**src/rtl/univ_shift_reg_pkg.sv**
```systemverilog
// univ_shift_reg_pkg: mode encodings shared by the universal shift register and its bit cells
package univ_shift_reg_pkg;

    typedef logic [1:0] mode_t;

    localparam mode_t MODE_HOLD = 2'b00;
    localparam mode_t MODE_SHR  = 2'b01;
    localparam mode_t MODE_SHL  = 2'b10;
    localparam mode_t MODE_LOAD = 2'b11;

endpackage

```
**src/rtl/usr_bit_cell.sv**
```systemverilog
// usr_bit_cell: one register bit, a 4:1 mode mux feeding an async-reset flop
//   clk      rising-edge clock
//   rst_n    asynchronous active-low reset, clears q
//   mode     hold / shift right / shift left / load
//   upper    next-more-significant source, taken on shift right
//   lower    next-less-significant source, taken on shift left
//   load_bit parallel data bit, taken on load
//   q        stored bit
module usr_bit_cell
    import univ_shift_reg_pkg::*;
(
    input  logic  clk,
    input  logic  rst_n,
    input  mode_t mode,
    input  logic  upper,
    input  logic  lower,
    input  logic  load_bit,
    output logic  q
);

    logic d;

    // Any unknown or hold encoding falls to the default, keeping the bit.
    always_comb begin
        d = q;
        case (mode)
            MODE_SHR:  d = upper;
            MODE_SHL:  d = lower;
            MODE_LOAD: d = load_bit;
            default:   d = q;
        endcase
    end

    always_ff @(posedge clk or negedge rst_n) begin
        if (!rst_n) q <= 1'b0;
        else        q <= d;
    end

endmodule

```
**src/rtl/univ_shift_reg.sv**
```systemverilog
// univ_shift_reg: universal shift register (hold, shift right, shift left, parallel load)
//   CLK      rising-edge clock
//   RST_N    asynchronous active-low reset, clears OUT
//   INP      parallel load data
//   select   00 hold, 01 shift right, 10 shift left, 11 load
//   leftInp  serial bit entering the MSB on shift right
//   rightInp serial bit entering the LSB on shift left
//   rotate   wrap the discarded bit back in instead of the serial input
//            (only when UNIV_SHIFT_REG_ROTATE_EN is defined)
//   OUT      register contents, straight from the flops
module univ_shift_reg
    import univ_shift_reg_pkg::*;
#(
    parameter int WIDTH = 4
) (
    input  logic             CLK,
    input  logic             RST_N,
    input  logic [WIDTH-1:0] INP,
    input  logic [1:0]       select,
    input  logic             leftInp,
    input  logic             rightInp,
`ifdef UNIV_SHIFT_REG_ROTATE_EN
    input  logic             rotate,
`endif
    output logic [WIDTH-1:0] OUT
);

    logic             msb_fill;
    logic             lsb_fill;
    logic [WIDTH+1:0] ext;

`ifdef UNIV_SHIFT_REG_ROTATE_EN
    assign msb_fill = rotate ? OUT[0] : leftInp;
    assign lsb_fill = rotate ? OUT[WIDTH-1] : rightInp;
`else
    assign msb_fill = leftInp;
    assign lsb_fill = rightInp;
`endif

    // Register padded with its fill bits: bit i sees ext[i+2] above and ext[i] below.
    assign ext = {msb_fill, OUT, lsb_fill};

    for (genvar g = 0; g < WIDTH; g++) begin : g_bit
        usr_bit_cell u_cell (
            .clk      (CLK),
            .rst_n    (RST_N),
            .mode     (select),
            .upper    (ext[g+2]),
            .lower    (ext[g]),
            .load_bit (INP[g]),
            .q        (OUT[g])
        );
    end

endmodule

```
**config.mk**
```make
export PLATFORM = sky130hd
export DESIGN_NAME = univ_shift_reg
export DESIGN_NICKNAME = d
export VERILOG_FILES = /design/src/rtl/univ_shift_reg_pkg.sv /design/src/rtl/usr_bit_cell.sv /design/src/rtl/univ_shift_reg.sv
export SDC_FILE = /design/constraint.sdc
export NUM_CORES = 1
export LEC_CHECK = 0
export BUFFER_PORTS_ARGS = -buffer_cell sky130_fd_sc_hd__buf_2
export CORE_AREA = 2 2 39 41
export CTS_CLUSTER_DIAMETER = 200
export DETAILED_ROUTE_END_ITERATION = 12
export DIE_AREA = 0 0 41 43
export PLACE_DENSITY = 0.47
export SETUP_SLACK_MARGIN = 0.3
export SYNTH_ARGS = -nofsm -noshare
export SYNTH_HDL_FRONTEND = slang
export SYNTH_SLANG_ARGS = --single-unit
export TNS_END_PERCENT = 50
```
**constraint.sdc**
```tcl
create_clock -name CLK -period 1.6 [get_ports CLK]
set_input_delay 0.24 -clock CLK [delete_from_list [all_inputs] [get_ports CLK]]
set_output_delay 0.24 -clock CLK [all_outputs]
set_load 0.02 [all_outputs]
```
==> run summary <==
core area - 0.001384 mm^2
cell depth of the worst setup path - 1
die width - 41 um
largest area contributor in the synthesized netlist - sky130_fd_sc_hd__mux4_1
Diodes inserted - 0
Starting DRT DRC Count - 0
share of the cycle needed by the critical path after routing - 65.41%
Residual DRC - 0
antenna violations before repair - 0
top flop regs - g_bit.u_cell.q x4
count of port buffers added during placement - 13
pin count of the biggest net entering global routing - 5
global placement routability congestion - 0.6406
part of the Yosys area used for sequential elements - 42.55%
fraction of post-synthesis cell area in the top cell type by area - 44.68%
shortest clock period the worst path allows after layout - 1.047 ns
final design area excluding fillers - 322.8 um^2
worst path arrival time - 0.81 ns
number of clock sinks - 4
Total Die Area - 0.001763 mm^2
count of cells along the worst register-to-register path - 1
global routing usage summed across all routing layers - 7.536%
starting density of the core - 17.00%
power per standard cell area - 1106 mW/mm^2
synthesized area divided by synthesized cell count - 19.60 um^2
Hold Vio Cnt, Final - 0
delay of the slowest critical-path stage - 0.40 ns
register clock-pin slew on the reported worst setup and hold paths - 0.04 ns
CTS Hold Buffers Added - 1
Routed wire per std cell - 12.32 um
required time reported for the critical path endpoint - 1.36 ns
CTS tree - built
most frequent cells after synthesis - 4 x sky130_fd_sc_hd__buf_4, 4 x sky130_fd_sc_hd__dfrtp_1, 4 x sky130_fd_sc_hd__mux4_1
fin nets - 37
synthesized area - 235.2 um^2
clock tree root buffer cell - sky130_fd_sc_hd__clkbuf_4
number of max-slew violations in the final report - 0
Final setup violation count - 0
setup repair bufs after CTS - 0
total CTS buffers - 3
total vias in the final route - 168
FP Rows - 14
Finished Core Util - 23.33%
Yosys Warn Count - 0
number of flip-flops under the largest register name - 4
clock latency of the later-clocked register in the worst-skew pair - 0.23 ns
Via-to-Cell Ratio - 4.098
detailed-router iteration count before antenna repair - 1
status - finished, final reports clean
Hold Path Depth - 2
Netlist cell types - 3
Maximum Capacitance Violations - 0
slew at the pin closest to its max-slew limit - 0.1327 ns
maximum clock frequency - 955.5 MHz
Buf+Inv Stages, Crit Path - 1
setup total negative slack - 0 ns
kind of cell with the highest combined delay on the critical path - flip-flops
setup skew after layout - 0.003189 ns
class of the most critical hold timing path - primary input to flip-flop
post-synthesis instance total - 12
unrepaired setup endpoints after global routing - false
layout cells sized above 1 - 64.00%
antenna viol nets, final - 0
slowest CP cell - sky130_fd_sc_hd__dfrtp_1
wire length of the first global-routing pass - 738 um
crit path setup slack, layout - 0.5534 ns
fill cell count - 149
Max Root-Sink Buffers - 2
number of global-route vias before repair - 180
Area growth syn-to-layout - 37.23%
post-placement worst setup slack - 0.5141 ns
EDFF count, synth - 0
area after detailed placement - 290.3 um^2
total wire length - 505 um
top-level I/O count - 14
Worst VDD drop - 0.2806 mV
number of H-tree branching levels - 1
worst-path cell chain - buf_2
top cells by area in the synthesized netlist - sky130_fd_sc_hd__mux4_1 45%, sky130_fd_sc_hd__dfrtp_1 43%, sky130_fd_sc_hd__buf_4 13%
post_cts resized - 0
Die Y-Extent - 43 um
LEAKAGE - 0.0001582 uW
Slew HR - 91.16%
post-synthesis register bit count - 4
startpoint type of the worst setup path - flip-flop
Worst Setup Path Type - flip-flop to primary output
kind of end point of the critical path - primary output
most frequently used flop master after synthesis - sky130_fd_sc_hd__dfrtp_1
register ranked first by flip-flop count - g_bit.u_cell.q
synthesized net count - 22
share of synthesized flip-flops with an asynchronous set or reset - 100.0%
critical path peak fanout - 4
aggregate global routing overflow - 0
-- cell usage in the layout (no fill, tap or decap) --
cell and instances:
sky130_fd_sc_hd__buf_2 13, sky130_fd_sc_hd__mux4_1 4, sky130_fd_sc_hd__dfrtp_1 4, sky130_fd_sc_hd__clkbuf_4 3
sky130_fd_sc_hd__dlygate4sd3_1 1
-- area by class of cell --
type | count | area (um^2) | share of cell area, %
Timing Repair Buffer | 14 | 75.07 | 23.26
Tap cell | 16 | 20.02 | 6.202
Sequential cell | 4 | 100.1 | 31.01
Multi-Input combinational cell | 4 | 105.1 | 32.56
Clock buffer | 3 | 22.52 | 6.977
-- through the flow --
step                hold slack (ns)  power, uW  instances
detailed placement          0.04573      232.9         37
global route                 0.3287      376.6         41
finish                       0.3084      357.0         41
global placement            0.04292      228.7         37
floorplan                  -0.05559      217.2         12
CTS                          0.2995      368.4         41
-- power by group --
part | switching, uW | total [uW] | internal [uW]
registers | 17.1 | 138 | 121
clock network | 40.9 | 125 | 83.9
logic | 43.3 | 94.1 | 50.7
total | 101 | 357 | 256
-- per-layer routing --
layer	up-vias	GRT usage, %	part of all wire, %
met5	-	0	0
met4	0	10.00	1.8
met3	2	3.141	13
met2	14	7.813	40
met1	78	9.428	45
li1	74	-	-
-- path summary, 6_finish.rpt --
| check | start | endpoint | slack [ns] |
|---|---|---|---|
| max | g_bit[2].u_cell.q | OUT[2] | 0.55 |
| min | select[0] | g_bit[1].u_cell.q | 0.31 |
| max reg2reg | g_bit[2].u_cell.q | g_bit[3].u_cell.q | 0.55 |
| min reg2reg | g_bit[0].u_cell.q | g_bit[0].u_cell.q | 0.62 |
| max in group asynchronous | RST_N | g_bit[2].u_cell.q | 1.14 |
| min in group asynchronous | RST_N | g_bit[0].u_cell.q | 0.35 |
-- cell families (layout without fill, tap and decap cells) --
family,count (synthesis),after routing,share of synthesized area (%)
buffers and inverters,4,17,12.77
flip-flops,4,4,42.55
multiplexers,4,4,44.68
Power figures use the tool's default switching activity.
